`src/rtl/cve2_rf_pkg.sv`:
```
// cve2_rf_pkg: shared widths, writeback record and x0 helper for the register-file writeback path
package cve2_rf_pkg;
   localparam int unsigned RfAddrW      = 5;
   localparam int unsigned NumRfWrPorts = 2;
   localparam int unsigned RfDataW      = 32;
   typedef struct packed {
      logic [RfAddrW-1:0] addr;
      logic [RfDataW-1:0] data;
      logic               we;
   } rf_wr_t;
   // under RV32E the upper half of the address space aliases x0
   function automatic logic is_zero_reg(logic [RfAddrW-1:0] a, bit rv32e);
      return a == '0 || (rv32e && a[4]);
   endfunction
endpackage

```
`src/rtl/cve2_rf_wb_arbiter_if.sv`:
```
// cve2_rf_wb_arbiter_if: writeback requests, register-file write ports, reservations and hazard lookups
interface cve2_rf_wb_arbiter_if import cve2_rf_pkg::*; #(
   parameter int unsigned NumReq    = 3,
   parameter int unsigned DataWidth = 32
);
   logic [NumReq-1:0]                req_valid_i;
   logic [NumReq-1:0]                req_ready_o;
   logic [NumReq-1:0][RfAddrW-1:0]   req_addr_i;
   logic [NumReq-1:0][DataWidth-1:0] req_data_i;
   logic                             we_a_o;
   logic [RfAddrW-1:0]               waddr_a_o;
   logic [DataWidth-1:0]             wdata_a_o;
   logic                             we_b_o;
   logic [RfAddrW-1:0]               waddr_b_o;
   logic [DataWidth-1:0]             wdata_b_o;
   logic                             rsv_valid_i;
   logic [RfAddrW-1:0]               rsv_addr_i;
   logic                             rsv_ready_o;
   logic                             flush_i;
   logic [RfAddrW-1:0]               raddr_a_i;
   logic [RfAddrW-1:0]               raddr_b_i;
   logic [RfAddrW-1:0]               raddr_c_i;
   logic                             hz_a_o;
   logic                             hz_b_o;
   logic                             hz_c_o;
   modport master (
      output req_valid_i, req_addr_i, req_data_i, rsv_valid_i, rsv_addr_i, flush_i,
             raddr_a_i, raddr_b_i, raddr_c_i,
      input  req_ready_o, we_a_o, waddr_a_o, wdata_a_o, we_b_o, waddr_b_o, wdata_b_o,
             rsv_ready_o, hz_a_o, hz_b_o, hz_c_o
   );
   modport slave (
      input  req_valid_i, req_addr_i, req_data_i, rsv_valid_i, rsv_addr_i, flush_i,
             raddr_a_i, raddr_b_i, raddr_c_i,
      output req_ready_o, we_a_o, waddr_a_o, wdata_a_o, we_b_o, waddr_b_o, wdata_b_o,
             rsv_ready_o, hz_a_o, hz_b_o, hz_c_o
   );
endinterface

```
`src/rtl/cve2_rf_rr_pick2.sv`:
```
// cve2_rf_rr_pick2: circular two-winner picker; the second winner must target a different register
module cve2_rf_rr_pick2 import cve2_rf_pkg::*; #(
   parameter int unsigned NumReq = 3,
   parameter int unsigned IdxW   = $clog2(NumReq)
) (
   input  logic [NumReq-1:0]              valid_i,
   input  logic [NumReq-1:0][RfAddrW-1:0] addr_i,
   input  logic [IdxW-1:0]                rr_i,
   output logic [NumReq-1:0]              gnt_o,
   output logic [IdxW-1:0]                idx_a_o,
   output logic [IdxW-1:0]                idx_b_o,
   output logic                           vld_b_o
);
   logic            vld_a;
   logic [IdxW-1:0] j;
   always_comb begin
      gnt_o   = '0;
      idx_a_o = '0;
      idx_b_o = '0;
      vld_a   = 1'b0;
      vld_b_o = 1'b0;
      j       = '0;
      for (int k = 0; k < NumReq; k++) begin
         j = IdxW'((int'(rr_i) + k) % NumReq);
         if (valid_i[j] && !vld_a) begin
            vld_a    = 1'b1;
            idx_a_o  = j;
            gnt_o[j] = 1'b1;
         end else if (valid_i[j] && !vld_b_o && addr_i[j] != addr_i[idx_a_o]) begin
            vld_b_o  = 1'b1;
            idx_b_o  = j;
            gnt_o[j] = 1'b1;
         end
      end
   end
endmodule

```
`src/rtl/cve2_rf_wb_arbiter.sv`:
```
// cve2_rf_wb_arbiter: grants up to two writebacks per cycle into a registered RF write stage and tracks pending writes
module cve2_rf_wb_arbiter import cve2_rf_pkg::*; #(
   parameter bit          RV32E     = 1'b0,
   parameter int unsigned DataWidth = 32,
   parameter int unsigned NumReq    = 3
) (
   input logic              clk_i,
   input logic              rst_ni,
   cve2_rf_wb_arbiter_if.slave bus
);
   localparam int unsigned IdxW    = $clog2(NumReq);
   localparam int unsigned RegW    = RV32E ? 4 : 5;
   localparam int unsigned NumRegs = 1 << RegW;
   logic [IdxW-1:0]                            rr_q, idx_a, idx_b, last;
   logic                                       vld_a, vld_b, rsv_zero, rsv_ready;
   logic [NumReq-1:0]                          gnt;
   logic [NumRfWrPorts-1:0]                    we_q;
   logic [NumRfWrPorts-1:0][RfAddrW-1:0]       waddr_q;
   logic [NumRfWrPorts-1:0][DataWidth-1:0]     wdata_q;
   logic [NumRegs-1:0]                         busy_q, busy_d;
   cve2_rf_rr_pick2 #(.NumReq(NumReq), .IdxW(IdxW)) u_pick (
      .valid_i (bus.req_valid_i),
      .addr_i  (bus.req_addr_i),
      .rr_i    (rr_q),
      .gnt_o   (gnt),
      .idx_a_o (idx_a),
      .idx_b_o (idx_b),
      .vld_b_o (vld_b)
   );
   assign vld_a           = |gnt;
   assign last            = vld_b ? idx_b : idx_a;
   assign bus.req_ready_o = gnt;
   assign rsv_zero        = is_zero_reg(bus.rsv_addr_i, RV32E);
   assign rsv_ready       = rsv_zero || !busy_q[bus.rsv_addr_i[RegW-1:0]];
   assign bus.rsv_ready_o = rsv_ready;
   assign bus.hz_a_o      = !is_zero_reg(bus.raddr_a_i, RV32E) && busy_q[bus.raddr_a_i[RegW-1:0]];
   assign bus.hz_b_o      = !is_zero_reg(bus.raddr_b_i, RV32E) && busy_q[bus.raddr_b_i[RegW-1:0]];
   assign bus.hz_c_o      = !is_zero_reg(bus.raddr_c_i, RV32E) && busy_q[bus.raddr_c_i[RegW-1:0]];
   assign bus.we_a_o      = we_q[0];
   assign bus.waddr_a_o   = waddr_q[0];
   assign bus.wdata_a_o   = wdata_q[0];
   assign bus.we_b_o      = we_q[1];
   assign bus.waddr_b_o   = waddr_q[1];
   assign bus.wdata_b_o   = wdata_q[1];
   // busy bits retire on the edge where the RF captures the write; flush overrides everything
   always_comb begin
      busy_d = busy_q;
      for (int p = 0; p < NumRfWrPorts; p++)
         if (we_q[p]) busy_d[waddr_q[p][RegW-1:0]] = 1'b0;
      if (bus.rsv_valid_i && rsv_ready && !rsv_zero) busy_d[bus.rsv_addr_i[RegW-1:0]] = 1'b1;
      if (bus.flush_i) busy_d = '0;
   end
   always_ff @(posedge clk_i or negedge rst_ni) begin
      if (!rst_ni) begin
         rr_q    <= '0;
         we_q    <= '0;
         waddr_q <= '0;
         wdata_q <= '0;
         busy_q  <= '0;
      end else begin
         if (vld_a) rr_q <= IdxW'((int'(last) + 1) % NumReq);
         we_q[0]    <= vld_a && !is_zero_reg(bus.req_addr_i[idx_a], RV32E);
         we_q[1]    <= vld_b && !is_zero_reg(bus.req_addr_i[idx_b], RV32E);
         waddr_q[0] <= vld_a ? bus.req_addr_i[idx_a] : '0;
         waddr_q[1] <= vld_b ? bus.req_addr_i[idx_b] : '0;
         wdata_q[0] <= vld_a ? bus.req_data_i[idx_a] : '0;
         wdata_q[1] <= vld_b ? bus.req_data_i[idx_b] : '0;
         busy_q     <= busy_d;
      end
   end
endmodule

```
`src/flat_wrapper.sv`:
```
// flat-port wrapper written by rule: the top's interface ports become plain ports
module cve2_rf_wb_arbiter_flat import cve2_rf_pkg::*;
#(
   parameter bit          RV32E     = 1'b0,
   parameter int unsigned DataWidth = 32,
   parameter int unsigned NumReq    = 3
)
  (clk_i, rst_ni, bus_req_valid_i, bus_req_addr_i, bus_req_data_i, bus_rsv_valid_i, bus_rsv_addr_i, bus_flush_i, bus_raddr_a_i, bus_raddr_b_i, bus_raddr_c_i, bus_req_ready_o, bus_we_a_o, bus_waddr_a_o, bus_wdata_a_o, bus_we_b_o, bus_waddr_b_o, bus_wdata_b_o, bus_rsv_ready_o, bus_hz_a_o, bus_hz_b_o, bus_hz_c_o);
  cve2_rf_wb_arbiter_if #(.NumReq(NumReq), .DataWidth(DataWidth)) bus_i ();
  input logic clk_i;
  input logic rst_ni;
  input wire logic [$bits(bus_i.req_valid_i)-1:0] bus_req_valid_i;
  input wire logic [$bits(bus_i.req_addr_i)-1:0] bus_req_addr_i;
  input wire logic [$bits(bus_i.req_data_i)-1:0] bus_req_data_i;
  input wire logic [$bits(bus_i.rsv_valid_i)-1:0] bus_rsv_valid_i;
  input wire logic [$bits(bus_i.rsv_addr_i)-1:0] bus_rsv_addr_i;
  input wire logic [$bits(bus_i.flush_i)-1:0] bus_flush_i;
  input wire logic [$bits(bus_i.raddr_a_i)-1:0] bus_raddr_a_i;
  input wire logic [$bits(bus_i.raddr_b_i)-1:0] bus_raddr_b_i;
  input wire logic [$bits(bus_i.raddr_c_i)-1:0] bus_raddr_c_i;
  output wire logic [$bits(bus_i.req_ready_o)-1:0] bus_req_ready_o;
  output wire logic [$bits(bus_i.we_a_o)-1:0] bus_we_a_o;
  output wire logic [$bits(bus_i.waddr_a_o)-1:0] bus_waddr_a_o;
  output wire logic [$bits(bus_i.wdata_a_o)-1:0] bus_wdata_a_o;
  output wire logic [$bits(bus_i.we_b_o)-1:0] bus_we_b_o;
  output wire logic [$bits(bus_i.waddr_b_o)-1:0] bus_waddr_b_o;
  output wire logic [$bits(bus_i.wdata_b_o)-1:0] bus_wdata_b_o;
  output wire logic [$bits(bus_i.rsv_ready_o)-1:0] bus_rsv_ready_o;
  output wire logic [$bits(bus_i.hz_a_o)-1:0] bus_hz_a_o;
  output wire logic [$bits(bus_i.hz_b_o)-1:0] bus_hz_b_o;
  output wire logic [$bits(bus_i.hz_c_o)-1:0] bus_hz_c_o;
  assign bus_i.req_valid_i = bus_req_valid_i;
  assign bus_i.req_addr_i = bus_req_addr_i;
  assign bus_i.req_data_i = bus_req_data_i;
  assign bus_i.rsv_valid_i = bus_rsv_valid_i;
  assign bus_i.rsv_addr_i = bus_rsv_addr_i;
  assign bus_i.flush_i = bus_flush_i;
  assign bus_i.raddr_a_i = bus_raddr_a_i;
  assign bus_i.raddr_b_i = bus_raddr_b_i;
  assign bus_i.raddr_c_i = bus_raddr_c_i;
  assign bus_req_ready_o = bus_i.req_ready_o;
  assign bus_we_a_o = bus_i.we_a_o;
  assign bus_waddr_a_o = bus_i.waddr_a_o;
  assign bus_wdata_a_o = bus_i.wdata_a_o;
  assign bus_we_b_o = bus_i.we_b_o;
  assign bus_waddr_b_o = bus_i.waddr_b_o;
  assign bus_wdata_b_o = bus_i.wdata_b_o;
  assign bus_rsv_ready_o = bus_i.rsv_ready_o;
  assign bus_hz_a_o = bus_i.hz_a_o;
  assign bus_hz_b_o = bus_i.hz_b_o;
  assign bus_hz_c_o = bus_i.hz_c_o;
  cve2_rf_wb_arbiter #(.RV32E(RV32E), .DataWidth(DataWidth), .NumReq(NumReq)) u_core (.clk_i(clk_i), .rst_ni(rst_ni), .bus(bus_i));
endmodule
```
`config.mk`:
```
export PLATFORM = sky130hd
export DESIGN_NAME = cve2_rf_wb_arbiter_flat
export DESIGN_NICKNAME = d
export VERILOG_FILES = /design/src/rtl/cve2_rf_pkg.sv /design/src/rtl/cve2_rf_wb_arbiter_if.sv /design/src/rtl/cve2_rf_rr_pick2.sv /design/src/rtl/cve2_rf_wb_arbiter.sv /design/src/flat_wrapper.sv
export SDC_FILE = /design/constraint.sdc
export NUM_CORES = 1
export LEC_CHECK = 0
export CAP_MARGIN = 0
export CORE_MARGIN = 5
export CORE_UTILIZATION = 49
export DETAILED_ROUTE_END_ITERATION = 12
export PLACE_DENSITY = 0.94
export SLEW_MARGIN = 5
export SYNTH_ARGS = -nofsm -noshare
export SYNTH_HDL_FRONTEND = slang
export SYNTH_SLANG_ARGS = --single-unit
```
`constraint.sdc`:
```
create_clock -name clk_i -period 4.4 [get_ports clk_i]
set_input_delay 0.88 -clock clk_i [delete_from_list [all_inputs] [get_ports clk_i]]
set_output_delay 0.88 -clock clk_i [all_outputs]
set_load 0.01 [all_outputs]
```
Word level (Yosys, flattened, before mapping)
Cells that the tools add are included.

Reduce and logical (&&, ||, !) cells: 39. Divide/modulo/power cells: 4. Order comparisons: 19. Bitwise gates (word level): 7. Add/subtract/negate cells: 3. Eq/ne operators: 3. Mux-type cells: 76.

Operators by type and width (count): two-way mux 32 bit (8); binary-select mux 32 bit (select 2 bit) (2); remainder unit 32 x 2 -> 32 bit (second input constant) (3); binary-select mux 5 bit (select 2 bit) (7); bitwise AND 32 bit (2); NOT 32 bit (2); two-way mux 5 bit (9); < comparator 5 x 6 -> 1 bit (second input constant) (6); remainder unit 2 x 2 -> 32 bit (second input constant) (1); bitwise OR 32 bit (1); zero test 5 bit (6); < comparator 2 x 3 -> 1 bit (second input constant) (7); two-way mux 1 bit (21); binary-select mux 1 bit (select 5 bit) (4); logical AND 1 bit (20); two-way mux 2 bit (10); two-way mux 3 bit (6); demux 1 bit (select 5 bit) (3); greater-or-equal comparator 5 x 1 -> 1 bit (second input constant) (3); inequality test 5 bit (3); zero test 1 bit (11); adder 2 x 1 -> 3 bit (second input constant) (2); binary-select mux 1 bit (select 2 bit) (3); demux 1 bit (select 2 bit) (3); 5 further kinds (8).

Bits of input ports: 138. Output and inout bits: 83. Flip-flop bits (word level): 110. Logic and storage cells: 158.

Logic depth before layout (Yosys ltp)
Depth in word-level cells: 22. Mapped depth: 17. Depth with buffers taken out: 14.

By module
From an unflattened synthesis, not the netlist that was laid out.

Cell total of the unflattened synthesis: 892. Area, all modules: 8130.3 µm².

Modules (own cells, without submodules): cve2_rf_wb_arbiter (times used 1, area an instance 7038.0 µm², cells each 725); cve2_rf_rr_pick2 (times used 1, area an instance 1092.3 µm², cells each 167).

Least setup slack after synthesis
OpenSTA, ideal clock, no wires.

Path type: input port to flip-flop. Start: input bus_req_valid_i[1]. End: register u_core.rr_q[0]. Slack: 644 ps. Arrival: 3631 ps. Stages: 14. Setup time: 125 ps. Data required time: 4275 ps. Path buffers: 4. Cells stage by stage: buf_2 -> nand3b_4 -> mux2i_1 -> a211o_1 -> a22oi_1 -> nand4_1 -> and3_1 -> buf_2 -> o41a_4 -> buf_8 -> buf_8 -> a21boi_0 -> ha_1 -> mux2_2.

Cells in the longest elaborated chain, start to end: 18.

RTL lines: from (decl) (line flat_wrapper.sv:12) `input wire logic [$bits(bus_i.req_valid_i)-1:0] bus_req_valid_i;`; parallel branches: the longest is 18 deep, another holds binary-select mux 5 bit (select 2 bit); to (signal assigned) (line cve2_rf_wb_arbiter.sv:61) `if (vld_a) rr_q <= IdxW'((int'(last) + 1) % NumReq);`; to (decl) (line cve2_rf_wb_arbiter.sv:14) `logic [IdxW-1:0] rr_q, idx_a, idx_b, last;`.

Parallel ways; which one is timed is not known. The select of a mux whose other input is x is not followed. A chain may end at the register's enable or synchronous reset.

Worst setup path in the final report
Start: input bus_rsv_addr_i[0]. End: output bus_rsv_ready_o.

Cells in the longest elaborated chain, start to end: 4.

RTL lines: from (decl) (line flat_wrapper.sv:16) `input wire logic [$bits(bus_i.rsv_addr_i)-1:0] bus_rsv_addr_i;`; binary-select mux 1 bit (select 5 bit) (line cve2_rf_wb_arbiter.sv:34) `assign rsv_ready = rsv_zero || !busy_q[bus.rsv_addr_i[RegW-1:0]];`; two-way mux 1 bit (implied by the code) (line cve2_rf_wb_arbiter.sv:34); zero test 1 bit (line cve2_rf_wb_arbiter.sv:34); logical OR 1 bit (*) (line cve2_rf_wb_arbiter.sv:34); to (decl) (line flat_wrapper.sv:28) `output wire logic [$bits(bus_i.rsv_ready_o)-1:0] bus_rsv_ready_o;`.

Mark *: on every way between the ends. The rest lies on a longest branch, timed or not. The select of a mux whose other input is x is not followed.

==> flow_summary.ini <==
[status]
status = complete, no violations

[clocking]
cts_buffers = 9
hold_buffers = 0
cts_sinks = 110
h-tree-depth = 3
cts.path.max_buffers = 2
clk_pin_slew_ns = 0.08
ctsRootBufferMaster = clkbuf_16
clk_latency_ns = 0.36
tritoncts = yes

[floorplan]
core_sq_um = 15300
die-area_sq_um = 18200
start_util_pct = 50.0
die_y_um = 135
pin_count = 221
rows = 45
fp.dieW_um = 135

[synth]
syn_nets = 978
yosysSeqAreaShare_pct = 36.1
ys_types = 59
async_flop_share_pct = 100
syn_inst = 835
synth_edf_count = 0
synth_warnings = 0
synthFlopType = dfrtp_1
synth_area_sq_um = 7630
synth_seq_cells = 110
synth_area_per_cell_sq_um = 9.13

[setup_path]
endpoint_kind = output port
cp_cell_sequence = clkdlybuf4s50_1 -> buf_4 -> mux4_2 -> a22oi_1 -> o2111ai_1 -> inv_1 -> a31o_2 -> clkdlybuf4s50_1
crit_buf_inv = 4
reg2regPathDepth = 12
cpLargestDelayFamily = buffers and inverters
r2r_slack_ns = 0.68
cpPeakStageDelay_ns = 0.57
crit_type = in2out
crit_required_ns = 3.52
r2r-start = u_core.rr_q[1]
r2r_end = u_core.bus.wdata_b_o[7]
crit_fanout = 7
cpMostUsedCell = clkdlybuf4s50_1
start_kind = primary input
crit_slowest_cell = clkdlybuf4s50_1
cp.arrival_ns = 3.43

[placement]
place_area_sq_um = 10400
place_inst = 1274
place_hpwl_um = 20600
numPortBuffers = 220
gp_congestion = 0.992

[sta]
tightest_slew_ns = 1.21
hold_violations = 0
rsz0062_at_grt = false
finalCritPeriodShare_pct = 97.9
setup_viol_count_final = 0
clock_skew_ns = 0.0158
holdWs_ns = 0.538
maxSlewViolCount = 0
slew-limit-headroom_pct = 19.2
fmax_mhz = 232
min_period_ns = 4.31

[cells_and_area]
final_layout_size_suffix_gt1_share_pct = 16.2
final_cell_mix = 214 x clkdlybuf4s50_1, 128 x nor2_1, 109 x dfrtp_1, 105 x nand2_1, 85 x a21oi_1
final_area_sq_um = 10800
syn_to_final_growth_pct = 42.2
fill_cells = 1067
layout_commonest_cell = clkdlybuf4s50_1
final_cells = 1296
final_nets = 1222

[route]
antenna_left = 0
wirelength_um = 27900
route.detailed.drc = 0
via_per_inst = 6.33
vias = 8203
routedWlPerCell_um = 21.5
dr.pass1.iters = 7
drtIter0Drc = 1099

[grt]
grt_pass1_wl_um = 43400
grt_usage_pct = 30.2
grt-ovfl-total = 0
grt_max_degree = 54
grt_pass1_vias = 8248
antenna_found_initial = 2

[hold_path]
min_path_type = in2async

[power_and_ir_drop]
power_leakage_nw = 4.71
power_density_nw_per_um2 = 661
peakVddDrop_uv = 525

[flow_run]
drv_cap = 0
[sequential cells by signal, indices dropped and copies added (netlist names)]
name                  count
u_core.bus.waddr_a_o      5
u_core.bus.waddr_b_o      5
u_core.bus.wdata_a_o     32
u_core.bus.wdata_b_o     32
u_core.busy_q            32
u_core.rr_q               2
u_core.we_q               2
[through the flow]
stage	worst slack [ns]	TNS [ns]	total power [mW]	utilization (%)
5_1_grt	0.0420	0	7.60	71.1
3_3_place_gp	-0.277	-0.760	6.09	68.4
2_1_floorplan	0.644	0	4.40	-
6_report	0.0915	0	7.17	71.1
4_1_cts	-0.0778	-0.0778	7.05	70.5
3_5_place_dp	-0.314	-0.906	6.19	68.4
[cell type report]
class / instances / area, sq um / share of cell area [%]
diodes: 1 / 2.50 / 0.0231
clock inverters: 7 / 72.6 / 0.669
flip-flops and latches: 110 / 2750 / 25.4
well taps: 211 / 264 / 2.43
inverters: 15 / 56.3 / 0.519
multi-input cells: 645 / 4640 / 42.7
clock buffers: 9 / 225 / 2.08
repair buffers: 298 / 2840 / 26.2
[worst max-delay path by stage]
stage,from,end,slack [ns],cells after the start
after floorplan,bus_req_valid_i[1],u_core.rr_q[0],0.64,14
after global placement,bus_req_valid_i[1],bus_req_ready_o[2],-0.28,13
after detailed placement,bus_req_valid_i[1],bus_req_ready_o[2],-0.31,12
after CTS,bus_req_valid_i[2],bus_req_ready_o[2],-0.08,12
after global routing,bus_req_valid_i[1],bus_req_ready_o[0],0.04,13
final,bus_rsv_addr_i[0],bus_rsv_ready_o,0.09,8
[synth_stat cells, types with 4 or more instances]
library cell	n	area [sq um]
nor2_1	129	484
xnor2_1	8	70.1
buf_1	6	22.5
o211ai_1	4	30.0
nor2b_1	6	37.5
buf_2	11	55.1
dfrtp_1	110	2750
buf_8	4	60.1
a22oi_1	67	503
a211oi_1	35	263
ha_1	5	62.6
and3_1	7	43.8
and3b_1	6	52.6
a21boi_0	5	37.5
nor3b_1	12	90.1
mux4_2	35	788
inv_1	14	52.6
nand2b_1	4	25.0
mux2i_1	52	521
a21oi_1	86	430
o21ai_0	12	60.1
mux2_2	9	101
nand2_1	105	394
nor3_1	8	40.0
clkbuf_1	40	150
[logic make-up after synthesis]
group / share of synthesized area, %
simple gates: 17.2
compound gates: 21.0
fa+ha+maj: 0.820
xor+xnor: 0.919
flops: 36.1
buf+inv: 5.05
mux: 18.9
[report_power, final]
part | internal, mW | total (mW) | switching, mW
sequential | 1.32 | 1.50 | 0.175
clock | 0.402 | 0.822 | 0.420
combinational | 2.08 | 4.85 | 2.78
total | 3.80 | 7.17 | 3.37
[routing by layer]
metal / GRT usage [%] / vias up / routed length [um]
li1: - / 3568 / -
met1: 34.6 / 3864 / 9550
met2: 51.3 / 626 / 13500
met3: 8.42 / 141 / 3110
met4: 16.5 / 4 / 1670
met5: 0 / - / 27
[timing repair]
item                                    CTS  global route
hold endpoints to repair                  0             0
pin swaps                                 5            12
endpoints found under the setup margin    3             3
gates resized for setup                  10            23
buffers inserted                          1             4
Note: power is estimated with default switching activity, not from simulation.
==> RTL change 1, RTL diff (same settings) <==
`RV32E` is set to 1'b0 in 2 places; all go to 1'b1.
--- a/src/rtl/cve2_rf_wb_arbiter.sv
+++ b/src/rtl/cve2_rf_wb_arbiter.sv
@@ -1,5 +1,5 @@
 // cve2_rf_wb_arbiter: grants up to two writebacks per cycle into a registered RF write stage and tracks pending writes
 module cve2_rf_wb_arbiter import cve2_rf_pkg::*; #(
-   parameter bit          RV32E     = 1'b0,
+   parameter bit          RV32E     = 1'b1,
    parameter int unsigned DataWidth = 32,
    parameter int unsigned NumReq    = 3
--- a/src/flat_wrapper.sv
+++ b/src/flat_wrapper.sv
@@ -2,5 +2,5 @@
 module cve2_rf_wb_arbiter_flat import cve2_rf_pkg::*;
 #(
-   parameter bit          RV32E     = 1'b0,
+   parameter bit          RV32E     = 1'b1,
    parameter int unsigned DataWidth = 32,
    parameter int unsigned NumReq    = 3
Function: changed (a bounded check fails within 4 cycles, from zero or initial values and one cycle with rst_ni low).
==> RTL change 1 against the original RTL <==
Count of clock-buffer cells in the layout grew 3. Critical path type unchanged. Via count shrank 15%. Routed wire length shrank 18%. Register-to-register slack lost 0.11 ns. Power shrank 3.0%. Setup slack gained 0.055 ns. Cell area shrank 13%. Die area shrank 14%. Critical endpoint is now bus_req_ready_o[1]. Synthesized area shrank 15%. Sequential cell count shrank 16. Synthesized cell count shrank 12%.
==> RTL change 1: results (changes against the original RTL) <==
Worst Setup Slack, final 0.147 ns (was 0.0915 ns); Routed met1 length 8470 microns (was 9550 microns); CTS root buf clkbuf_16 (unchanged); Worst Setup EP bus_req_ready_o[1] (was bus_rsv_ready_o); initial antenna violation count 0 (was 2); Detailed Routing Iterations Pass 1 8 (was 7); Crit path max-delay family compound AO/OA/AOI/OAI gates (was buffers and inverters); Compound-Gate Fraction of Synth Area 21.8% (was 21.0%); most frequent cells after synthesis 108 x nand2_1, 104 x nor2_1, 94 x dfrtp_1 (was 129 x nor2_1, 110 x dfrtp_1, 105 x nand2_1); flop2flop setup slack 0.57 ns (was 0.68 ns); final hold slack 0.552 ns (was 0.538 ns); Worst setup startpoint bus_req_valid_i[1] (was bus_rsv_addr_i[0]); first-pass GRT wire length 35700 microns (was 43400 microns); max incr delay on CP 0.33 ns (was 0.57 ns); Syn Nets 876 (was 978); cells on worst reg2reg path 15 (was 12); sequential share of the synthesized area 36.2% (was 36.1%); highest routing layer actually used met4 (was met5); fillers 942 (was 1067); Final Wtd Congestion 0.990 (was 0.992); detailed router's first-iteration violation count 880 (was 1099); Lkg Pwr 4.00 nW (was 4.71 nW); met3 usage in global routing 7.55% (was 8.42%); layout cells sized above 1 14.2% (was 16.2%); clk_skew 0.0107 ns (was 0.0158 ns); met2 WL 11300 microns (was 13500 microns); Post-CTS Resized 19 (was 10); outcome complete, no violations (unchanged); final setup violation count 0 (unchanged); post-CTS setup buffers 0 (was 1); comb pwr 0.00484 W (was 0.00485 W); Slew @ Worst Pin 0.982 ns (was 1.21 ns); vias in the first global route 6715 (was 8248); post-synthesis mux area share 15.4% (was 18.9%); met3 wire length 2250 microns (was 3110 microns); GR Layer Usage met2 47.5% (was 51.3%); grt ovf 0 (unchanged); Distinct cells, synth 70 (was 59); Synth area leaders dfrtp_1 36%, mux2i_1 7.6%, a21oi_1 6.5% (was dfrtp_1 36%, mux4_2 10%, mux2i_1 6.8%); critical path arrival 3.37 ns (was 3.43 ns); FMAX 0.235 GHz (was 0.232 GHz); post-DP HPWL 16900 microns (was 20600 microns); Worst R2R End u_core.bus.wdata_b_o[18] (was u_core.bus.wdata_b_o[7]); class of the worst hold path reg2reg (was in2async); xor-xnor portion of the synthesized cell area 0.405% (was 0.919%); dpl ws -0.459 ns (was -0.314 ns); slowest CP cell dlygate4sd2_1 (was clkdlybuf4s50_1); vias 6977 (was 8203); DRT Wirelength 22900 microns (was 27900 microns); P_int 0.00376 W (was 0.00380 W); Final #Nets 1115 (was 1222); all-layer global routing usage 28.3% (was 30.2%); ANT cells 0 (was 1); adder-cell share of the synthesized area 0.963% (was 0.820%); routing usage on met1 34.8% (was 34.6%); Max VDD drop 0.782 mV (was 0.525 mV)
## RTL change 1: worst min-delay path: stages (launching register included)
cell	delay (ns)
dfrtp_1	0.39
nand3b_1	0.09
a21oi_1	0.04
## RTL change 1: area by class of cell
class	instances	area (sq um)	area share, %
clock inverters	3	43.8	0.463
clock buffers	12	256	2.71
inverters	10	37.5	0.397
multi-input cells	576	3870	40.9
flip-flops and latches	94	2350	24.9
well taps	176	220	2.33
repair buffers	281	2690	28.4
## RTL change 1: kinds of logic (layout without fill, tap and decap cells)
logic type,after synthesis,in the layout
compound gates,211,211
flops,94,94
mux,76,76
xor+xnor,3,3
simple gates,281,281
fa+ha+maj,5,5
buf+inv,63,306
## RTL change 1: per-stage QoR
stage / power, W / area, sq um / instances
finish: 0.00696 / 9460 / 1152
detailed placement: 0.00607 / 9110 / 1136
global route: 0.00740 / 9460 / 1152
CTS: 0.00688 / 9420 / 1151
global placement: 0.00594 / 9110 / 1136
floorplan: 0.00437 / 6490 / 733
==> RTL change 2, RTL diff (config.mk and constraints unchanged) <==
Without the edit above. Reset style: synchronous (`rst_ni`), changed in one clocked block.
--- a/src/rtl/cve2_rf_wb_arbiter.sv
+++ b/src/rtl/cve2_rf_wb_arbiter.sv
@@ -51,5 +51,5 @@
       if (bus.flush_i) busy_d = '0;
    end
-   always_ff @(posedge clk_i or negedge rst_ni) begin
+   always_ff @(posedge clk_i) begin
       if (!rst_ni) begin
          rr_q    <= '0;
Formal check against the unedited RTL: not equivalent (Yosys sat finds a counterexample within 4 cycles, from zero or initial values and one cycle with rst_ni low; the reset may be asserted at any time).
==> RTL change 2 against the original RTL <==
Critical endpoint is now bus_req_ready_o[0]. Power is 11% lower. Sequential cell count stayed put. Clock skew is 0.0047 ns lower. Setup slack lost 0.041 ns. Combinational power is 16% lower. Cell area down 3.0%. Sequential share of layout area is 4.4 points lower. Highest routed layer is now met4. Routed wire length is essentially flat. Synthesized area decreased by 5.0%. First-iteration DRC count is 8.2% higher. Cell count is essentially flat. Utilization is 1.3 points higher. Register-to-register slack lost 0.35 ns. Synthesized cell count rose by 3.5%.
==> RTL change 2: results (changes against the original RTL) <==
P_int 0.00352 W (was 0.00380 W); average wire per standard cell 21.5 microns (about the same); RR Startpoint u_core.rr_q[0] (was u_core.rr_q[1]); initial antenna violation count 0 (was 2); most frequent cells after synthesis 138 x nor2_1, 111 x nand2_1, 110 x dfxtp_1 (was 129 x nor2_1, 110 x dfrtp_1, 105 x nand2_1); Max VDD drop 0.479 mV (was 0.525 mV); slowest CP cell or4b_4 (was clkdlybuf4s50_1); DP Area 10000 sq um (was 10400 sq um); Syn Nets 1007 (was 978); outcome complete, no violations (unchanged); vias in the first global route 8363 (was 8248); cells on worst reg2reg path 16 (was 12); post-CTS setup buffers 3 (was 1); vias per inst 6.52 (was 6.33); highest routing layer actually used met4 (was met5); critical path arrival 3.47 ns (was 3.43 ns); Crit path max-delay family simple AND/OR/NAND/NOR gates (was buffers and inverters); Lkg Pwr 4.15 nW (was 4.71 nW); met3 usage in global routing 8.72% (was 8.42%); met2 WL 13500 microns (about the same); Final Wtd Congestion 1.01 (was 0.992); Worst Setup EP bus_req_ready_o[0] (was bus_rsv_ready_o); GR Layer Usage met2 51.4% (was 51.3%); final hold slack 0.439 ns (was 0.538 ns); clk_skew 0.0111 ns (was 0.0158 ns); all-layer global routing usage 30.2% (about the same); flip-flop and latch power 0.00143 W (was 0.00150 W); Post-synth ARST share 0% (was 100%); Worst R2R End u_core.bus.wdata_b_o[27] (was u_core.bus.wdata_b_o[7]); detailed router's first-iteration violation count 1189 (was 1099); met3 wire length 3370 microns (was 3110 microns)
[RTL change 2: changes by cell type after synthesis, sizes merged, moves of 4 or more]
cell	before	now
a211oi	35	40
o22a	0	4
o21ai	15	5
o211ai	4	8
o21a	0	4
nand2	106	111
dfrtp	110	0
dfxtp	0	110
o22ai	2	10
a22oi	67	57
nor2	129	138
xnor2	8	3
[RTL change 2: area by class of cell]
cell class	instances	area [sq um]
tap	184	230
clock buffer	9	225
fill	979	4010
multi-input combinational	670	4830
inverter	13	48.8
clock inverter	7	98.8
timing repair buffer	304	2890
sequential	110	2200
[RTL change 2: kinds of logic (layout without fill, tap and decap cells)]
kind of cell    count (synthesis)  after routing  share of synthesized area (%)
compound gates                253            253                           24.1
xor+xnor                        4              4                          0.484
fa+ha+maj                       5              5                          0.864
buf+inv                        84            333                           5.08
flops                         110            110                           30.4
mux                            99             99                           19.9
simple gates                  309            309                           19.2
